## src/rtl/keypad_lcd_writer.sv

```systemverilog
// Keypad-to-LCD writer: queues 4-bit key codes and writes them as characters to an
// HD44780-style LCD in 8-bit mode, with RS/E/DATA timing and two-line cursor tracking.
module keypad_lcd_writer #(
  parameter int E_PULSE    = 12,
  parameter int CHAR_WAIT  = 2000,
  parameter int CLR_WAIT   = 80000,
  parameter int FIFO_DEPTH = 4,
  parameter int LINE_LEN   = 16
) (
  input  logic       clk,
  input  logic       rst,
  input  logic [3:0] key_code,
  input  logic       key_valid,
  output logic       key_ready,
  output logic       overflow,
  output logic       busy,
  output logic       lcd_rs,
  output logic       lcd_e,
  output logic [7:0] lcd_data,
  output logic       cur_line,
  output logic [4:0] cur_col
);
  localparam int AW    = $clog2(FIFO_DEPTH);
  localparam int CW    = AW + 1;
  localparam int MAX_T = (CLR_WAIT > CHAR_WAIT)
                         ? ((CLR_WAIT > E_PULSE) ? CLR_WAIT : E_PULSE)
                         : ((CHAR_WAIT > E_PULSE) ? CHAR_WAIT : E_PULSE);
  localparam int TW    = $clog2(MAX_T + 1);

  typedef logic [TW-1:0] tcnt_t;
  localparam tcnt_t          E_LAST    = tcnt_t'(E_PULSE - 1);
  localparam tcnt_t          CHAR_LAST = tcnt_t'(CHAR_WAIT - 1);
  localparam tcnt_t          CLR_LAST  = tcnt_t'(CLR_WAIT - 1);
  localparam logic [CW-1:0]  DEPTH_C   = CW'(FIFO_DEPTH);
  localparam logic [4:0]     LINE_C    = 5'(LINE_LEN);

  typedef enum logic [2:0] {S_IDLE, S_LOAD, S_ADDR, S_SETUP, S_PULSE, S_HOLD} state_t;
  typedef enum logic [1:0] {W_CHAR, W_ADDR, W_CLR} kind_t;

  state_t state, n_state;

  logic [3:0]    mem [FIFO_DEPTH];
  logic [AW-1:0] wr_ptr, rd_ptr;
  logic [CW-1:0] count;
  logic          push, pop;
  logic [3:0]    head;

  assign key_ready = !rst && (count != DEPTH_C);
  assign push      = key_valid && key_ready;
  assign pop       = (state == S_LOAD);
  assign head      = mem[rd_ptr];
  assign busy      = (state != S_IDLE) || (count != '0);

  always_ff @(posedge clk) begin
    if (push) mem[wr_ptr] <= key_code;
  end

  always_ff @(posedge clk) begin
    if (rst) begin
      wr_ptr   <= '0;
      rd_ptr   <= '0;
      count    <= '0;
      overflow <= 1'b0;
    end else begin
      if (push) wr_ptr <= wr_ptr + 1'b1;
      if (pop)  rd_ptr <= rd_ptr + 1'b1;
      unique case ({push, pop})
        2'b10:   count <= count + 1'b1;
        2'b01:   count <= count - 1'b1;
        default: ;
      endcase
      overflow <= key_valid && !key_ready;
    end
  end

  function automatic logic [7:0] key_char(input logic [3:0] k);
    if (k <= 4'd9)      return {4'h3, k};
    else if (k == 4'hE) return 8'h2A;
    else                return 8'h37 + {4'h0, k};
  endfunction

  tcnt_t      tcnt, n_tcnt, hold_len, n_hold;
  kind_t      kind, n_kind;
  logic       pend, n_pend;
  logic [7:0] pend_data, n_pend_data;
  logic       n_rs, n_e, n_line;
  logic [7:0] n_data;
  logic [4:0] n_col;

  always_ff @(posedge clk) begin
    if (rst) begin
      state     <= S_IDLE;
      tcnt      <= '0;
      hold_len  <= '0;
      kind      <= W_CHAR;
      pend      <= 1'b0;
      pend_data <= '0;
      lcd_rs    <= 1'b0;
      lcd_e     <= 1'b0;
      lcd_data  <= '0;
      cur_line  <= 1'b0;
      cur_col   <= '0;
    end else begin
      state     <= n_state;
      tcnt      <= n_tcnt;
      hold_len  <= n_hold;
      kind      <= n_kind;
      pend      <= n_pend;
      pend_data <= n_pend_data;
      lcd_rs    <= n_rs;
      lcd_e     <= n_e;
      lcd_data  <= n_data;
      cur_line  <= n_line;
      cur_col   <= n_col;
    end
  end

  always_comb begin
    n_state     = state;
    n_tcnt      = tcnt;
    n_hold      = hold_len;
    n_kind      = kind;
    n_pend      = pend;
    n_pend_data = pend_data;
    n_rs        = lcd_rs;
    n_e         = lcd_e;
    n_data      = lcd_data;
    n_line      = cur_line;
    n_col       = cur_col;
    unique case (state)
      S_IDLE: begin
        if (count != '0) n_state = S_LOAD;
      end
      S_LOAD: begin
        if (head == 4'hF) begin
          n_rs    = 1'b0;
          n_data  = 8'h01;
          n_kind  = W_CLR;
          n_hold  = CLR_LAST;
          n_state = S_SETUP;
        end else if (cur_col == LINE_C) begin
          // Full line: park the character and move the cursor first.
          n_pend      = 1'b1;
          n_pend_data = key_char(head);
          n_state     = S_ADDR;
        end else begin
          n_rs    = 1'b1;
          n_data  = key_char(head);
          n_kind  = W_CHAR;
          n_hold  = CHAR_LAST;
          n_state = S_SETUP;
        end
      end
      S_ADDR: begin
        n_rs    = 1'b0;
        n_data  = cur_line ? 8'h80 : 8'hC0;
        n_kind  = W_ADDR;
        n_hold  = CHAR_LAST;
        n_state = S_SETUP;
      end
      S_SETUP: begin
        n_e     = 1'b1;
        n_tcnt  = E_LAST;
        n_state = S_PULSE;
      end
      S_PULSE: begin
        if (tcnt == '0) begin
          n_e     = 1'b0;
          n_tcnt  = hold_len;
          n_state = S_HOLD;
        end else begin
          n_tcnt = tcnt - 1'b1;
        end
      end
      S_HOLD: begin
        if (tcnt == '0) begin
          unique case (kind)
            W_CLR:  begin n_line = 1'b0;      n_col = '0; end
            W_ADDR: begin n_line = !cur_line; n_col = '0; end
            default: n_col = cur_col + 5'd1;
          endcase
          if (pend) begin
            n_rs    = 1'b1;
            n_data  = pend_data;
            n_kind  = W_CHAR;
            n_hold  = CHAR_LAST;
            n_pend  = 1'b0;
            n_state = S_SETUP;
          end else if (count != '0) begin
            n_state = S_LOAD;
          end else begin
            n_state = S_IDLE;
          end
        end else begin
          n_tcnt = tcnt - 1'b1;
        end
      end
      default: n_state = S_IDLE;
    endcase
  end
endmodule

```

## config.mk

```make
export PLATFORM = sky130hd
export DESIGN_NAME = keypad_lcd_writer
export DESIGN_NICKNAME = d
export VERILOG_FILES = /design/src/rtl/keypad_lcd_writer.sv
export SDC_FILE = /design/constraint.sdc
export NUM_CORES = 1
export LEC_CHECK = 0
export ABC_AREA = 1
export BUFFER_PORTS_ARGS = -buffer_cell sky130_fd_sc_hd__buf_4
export CAP_MARGIN = 30
export CORE_MARGIN = 3
export CORE_UTILIZATION = 55
export DETAILED_ROUTE_END_ITERATION = 10
export GPL_ROUTABILITY_DRIVEN = 0
export PLACE_DENSITY = 0.73
export SLEW_MARGIN = 20
export SYNTH_ARGS = -nofsm -noshare
export SYNTH_HDL_FRONTEND = slang
export SYNTH_SLANG_ARGS = --single-unit
```

## constraint.sdc

```tcl
create_clock -name clk -period 2.06 [get_ports clk]
set_input_delay 0.412 -clock clk [delete_from_list [all_inputs] [get_ports clk]]
set_output_delay 0.412 -clock clk [all_outputs]
set_load 0.05 [all_outputs]
```

Yosys cells after proc, flatten, opt, wreduce, memory -nomap -nowiden
Memories as Yosys holds them, arrays and structs flattened. A register that Yosys moved wholly into a read port is not among the register bits.
Index checks and enable logic that the tools add are counted.
- bits in registers: 72
- RAM bits: 16
- input bits: 7
- output and inout bits: 19
- word-level logic and storage cells: 118
- memories kept: 1
- memories (name ; words ; bits a word ; read ports ; clocked after Yosys merged registers in ; wr ports ; RTL line ; text):
    mem ; 4 ; 4 ; 1 ; 1 ; 1 ; 42 ; logic [3:0] mem [FIFO_DEPTH];
- add/subtract/negate cells: 7
- $lt $le $gt $ge: 1
- equality and inequality tests: 21
- multiplexer cells: 46
- bitwise gates (word level): 1
- reductions and logical operators: 26
- operators by type and width (operator ; count):
    $mux W17 ; 6
    $pmux W17 S3 ; 2
    $mux W8 ; 4
    $pmux W8 S3 ; 1
    $mux W7 ; 3
    $pmux W3 S6 ; 1
    $logic_not A17 Y1 ; 1
    $sub A17 B1 Y17 const B ; 1
    $mux W2 ; 7
    $mux W1 ; 12
    $ne A2 B2 Y1 const B ; 6
    $reduce_bool A3 Y1 ; 4
    $mux W3 ; 3
    $reduce_and A3 Y1 ; 3
    $eq A4 B4 Y1 const B ; 2
    $reduce_and A4 Y1 ; 2
    $reduce_bool A2 Y1 ; 4
    $add A6 B4 Y7 const A ; 1
    $eq A3 B2 Y1 const B ; 2
    $eq A3 B3 Y1 const B ; 2
    $ne A3 B3 Y1 const B ; 2
    $pmux W1 S2 ; 3
    $pmux W2 S3 ; 1
    $pmux W3 S2 ; 1
    other kinds (19) ; 28

Longest topological paths before layout
- depth in word-level cells: 6
- gate-level depth with buffers: 14

Least setup slack after synthesis
OpenSTA, ideal clock, no wires.
- kind: in2reg
- start: input rst
- end: register count[1]
- library setup time: 70 ps
- arrival: 2526 ps
- slack: -536 ps
- stages: 7
- path buffers: 1
- cells stage by stage: clkbuf_1 nor2_1 nand2_1 ha_1 inv_1 fa_1 a21oi_1
- longest elaborated chain between the ends: 5
- RTL lines (what ; RTL line ; text):
    start, declared ; 11 ; input logic rst,
    $logic_not A1 Y1 * ; 48 ; assign key_ready = !rst && (count != DEPTH_C);
    $logic_and A1 B1 Y1 * ; 48 ;
    via key_ready ; 14 ; output logic key_ready,
    $logic_and A1 B1 Y1 * ; 49 ; assign push = key_valid && key_ready;
    $eq A2 B1 Y1 / $eq A2 B2 Y1 (equally long branches) ; 67 ; unique case ({push, pop})
    $pmux W3 S2 / $reduce_bool A2 Y1 (equally long branches) ; -- ;
    end signal, assigned ; 68 ; 2'b10: count <= count + 1'b1;
    end signal, assigned ; 69 ; 2'b01: count <= count - 1'b1;
    end, declared ; 44 ; logic [CW-1:0] count;
The timed path passes the listed nets; every way through them passes the cells marked *.
A chain may end at the register's enable or synchronous reset.

Final worst setup path
- start: register count[0]
- end: register count[2]
- longest elaborated chain between the ends: 5
- RTL lines (what ; RTL line):
    $ne A3 B3 Y1 ; 48
    $logic_and A1 B1 Y1 ; 48
    $logic_and A1 B1 Y1 ; 49
    $eq A2 B1 Y1 / $eq A2 B2 Y1 (equally long branches) ; 67
    $pmux W3 S2 / $reduce_bool A2 Y1 (equally long branches) ; --
Parallel ways exist; a longest one is shown, timed or not.

==> results.md <==
- Setup TNS: 0 ns
- Crit path time final: 1.947 ns
- Num CTS Buffers: 9
- Placed Cells: 670
- Syn_nets: 565
- Post-synthesis mux area share: 0
- Adder-cell share of the synthesized area: 0.04971
- CTS root buffer: clkbuf_8
- Leak: 2.122 nW
- Worst reg-to-reg path cell count: 10
- Synth Area in Compound Gates: 0.1131
- Buffers and inverters on the worst path: 1
- Reg2reg setup slack: 0.11 ns
- Largest cells by area after synthesis: dfxtp_1 29%, nand2_1 14%, edfxtp_1 12%
- Initial antenna violation count: 0
- Hold path cells: 1
- FP Rows: 30
- Crit Reg-Reg Startpoint: count[0]$_SDFFE_PP0P_
- Worst hold path class: input pin to flop
- Final core occ: 0.6778
- Synthesized instance count: 543
- Vias per cell: 5.241
- CTS clock-pin slew for the worst setup and hold paths: 0.08 ns
- Data required, critical path: 2.29 ns
- Most common cell after layout, fill and taps aside: nand2_1
- Worst-margin pin slew: 0.4704 ns
- Worst setup EP type: flop
- Design Power: 6.152 mW
- Die height: 90.49 µm
- Maximum clock frequency: 513.5 MHz
- Overall Global Routing Usage: 0.2184
- Worst-path maximum fanout: 4
- Die Wd: 90.49 µm
- Starting density of the core: 0.5716
- Synth warn: 0
- Crit-path cells: nor3_2 -> nor2_4 -> nand2_1 -> ha_1 -> inv_1 -> fa_1 -> a21oi_1 -> o21ai_0 -> o21ai_0 -> a21oi_1
- Most frequent cells in the layout: 141 x nand2_1, 60 x inv_1, 57 x nor2_1
- CTS tree: done
- Final period util: 0.9453
- Port-buffer cells: 25
- Area grow syn2layout: 18.58%
- Clk Latency, worst-skew pair: 0.34 ns
- Min-Delay Endpoint: mem[3][1]$_DFFE_PP_
- Die area: 0.008188 mm²
- Syn Std Cell Area: 0.003926 mm²
- Average size of a mapped cell: 7.231 µm²
- Peak supply drop: 0.0007808 V
- Number of diodes: 0
- Cell Count, Final, Fillers Out: 694
- Post-Synth Simple-Gate Area: 0.3247
- Clock Skew: 0.008265 ns
- Final hold violation count: 0
- Min-Delay Startpoint: key_code[1]
- Hold buffers post-CTS: 0
- Largest net degree at the start of global routing: 27
- Total global routing overflow: 0
- Total number of vias: 3,637
- XOR/XNOR share of the synthesized area: 0.01785
- Max-Cap Viols: 0
- WL/cell: 12.86 µm
- Seq/Total Area, Yosys: 0.4130
- Post-DP HPWL: 6.480 mm
- Worst EP arrival: 2.18 ns
- DRC viols: 0
- First-pass GRT wire length: 14.73 mm
- Routed WL: 8.926 mm
- Area leader, netlist: dfxtp_1
- Vias in the first global route: 3,266
- # setup viols final: 0
- Detail Route Antenna Nets: 0
- Startpoint Class: flop
- Run status: complete, no violations
- Clock Sinks: 73
- CTS Buffer Depth: 2
- First drt pass iteration count: 5
- Pwr/cell area: 1321 mW/mm²
- 1st-iter DRT viols: 223
- Flip-flop and latch count after synthesis: 73
- Yosys top cell area share: 0.2906
- Worst R2R End: count[2]$_SDFFE_PP0P_
- Main combinational cell family by area after synthesis: simple AND/OR/NAND/NOR gates
- Slew Viols, Final: 0
- Delay-heaviest family, CP: adder cells
- Layout cells sized above 1: 0.1789
- CP max stage delay: 0.38 ns
- Core area: 0.006869 mm²
- CP Class: flop to flop
- Distinct cells, synth: 40
- Slew headroom: 0.6861
- Worst path slowest cell: fa_1
- Nets: 615
- H-tree depth: 3
- I/O pins: 26
- Hold slack: 0.2640 ns
-- timing repair --
item | in CTS | in global routing
resized for setup | 1 | 27
pin swaps | 0 | 9
buffers inserted | 0 | 8
endpoints found under the setup margin | 1 | 35
-- layout make-up --
| class | count | area (µm²) |
|---|---|---|
| timing repair buffer | 49 | 396.6 |
| sequential | 73 | 1627 |
| multi-input combinational | 392 | 2061 |
| clock inverter | 5 | 57.56 |
| clock buffer | 11 | 131.4 |
| inverter | 68 | 262.8 |
| tap | 96 | 120.1 |
| fill | 591 | 2213 |
-- state kept, by name, summed over array words and instances (netlist names), named ones only --
| name | count |
|---|---|
| mem | 16 |
| pend_data | 7 |
| lcd_e | 1 |
| wr_ptr | 2 |
| count | 3 |
| cur_col | 5 |
| state | 3 |
| lcd_data | 7 |
| pend | 1 |
| rd_ptr | 2 |
| cur_line | 1 |
| overflow | 1 |
| lcd_rs | 1 |
| hold_len | 3 |
| kind | 1 |
| tcnt | 17 |
-- synthesized netlist by cell type (all sizes together) --
| library cell | count |
|---|---|
| dfxtp | 57 |
| nand3 | 42 |
| o22ai | 1 |
| fa | 1 |
| edfxtp | 16 |
| xnor2 | 1 |
| xor2 | 7 |
| a31oi | 3 |
| a211oi | 2 |
| buf | 7 |
| nand3b | 3 |
| inv | 68 |
| o21ai | 31 |
| nor3b | 1 |
| nor3 | 10 |
| clkbuf | 3 |
| nand4 | 4 |
| and2 | 1 |
| ha | 14 |
| nand2 | 153 |
| a21boi | 1 |
| and3 | 1 |
| or2 | 1 |
| nor4 | 1 |
| nor2 | 68 |
| a21oi | 46 |
-- worst register-to-register path: cells and delay by family (launching register included) --
kind / cells / cell delay, ns
simple gates: 3 / 0.42
flops: 1 / 0.34
buf+inv: 1 / 0.07
fa+ha+maj: 2 / 0.52
compound gates: 4 / 0.49
-- metrics by stage --
| stage | cell area [µm²] | setup WS (ns) |
|---|---|---|
| after floorplan | 3940 | 0.02504 |
| after global placement | 4329 | 0.09477 |
| after detailed placement | 4329 | -0.01473 |
| after CTS | 4519 | 0.02754 |
| after global routing | 4656 | -0.02905 |
| final | 4656 | 0.1128 |
-- logic make-up after synthesis --
logic type,after synthesis
simple gates,285
compound gates,84
buf+inv,78
flops,73
fa+ha+maj,15
xor+xnor,8
-- how the worst max path moves through the flow --
stage	from	endpoint	slack, ns	cells past startpoint
after detailed placement	flop	lcd_data[5]$_SDFFE_PP0P_	-0.01	12
after floorplan	rst	count[1]$_SDFFE_PP0P_	0.03	7
after CTS	flop	lcd_data[5]$_SDFFE_PP0P_	0.03	13
after global routing	tcnt[0]$_SDFFE_PP0P_	tcnt[10]$_SDFFE_PP0P_	-0.03	13
after global placement	flop	lcd_data[5]$_SDFFE_PP0P_	0.09	12
final	count[0]$_SDFFE_PP0P_	count[2]$_SDFFE_PP0P_	0.11	10
-- metal layers --
layer	part of all wire	track usage
met1	0.48	0.3055
met2	0.46	0.3391
met3	0.052	0.03000
met4	0.015	0.09056
met5	0	0
-- where the power goes --
| group | switching, mW | internal, mW | total (mW) |
|---|---|---|---|
| Combinational | 2.09 | 1.11 | 3.20 |
| Clock | 0.532 | 0.558 | 1.09 |
| Sequential | 0.177 | 1.69 | 1.87 |
Power figures use the tool's default switching activity.
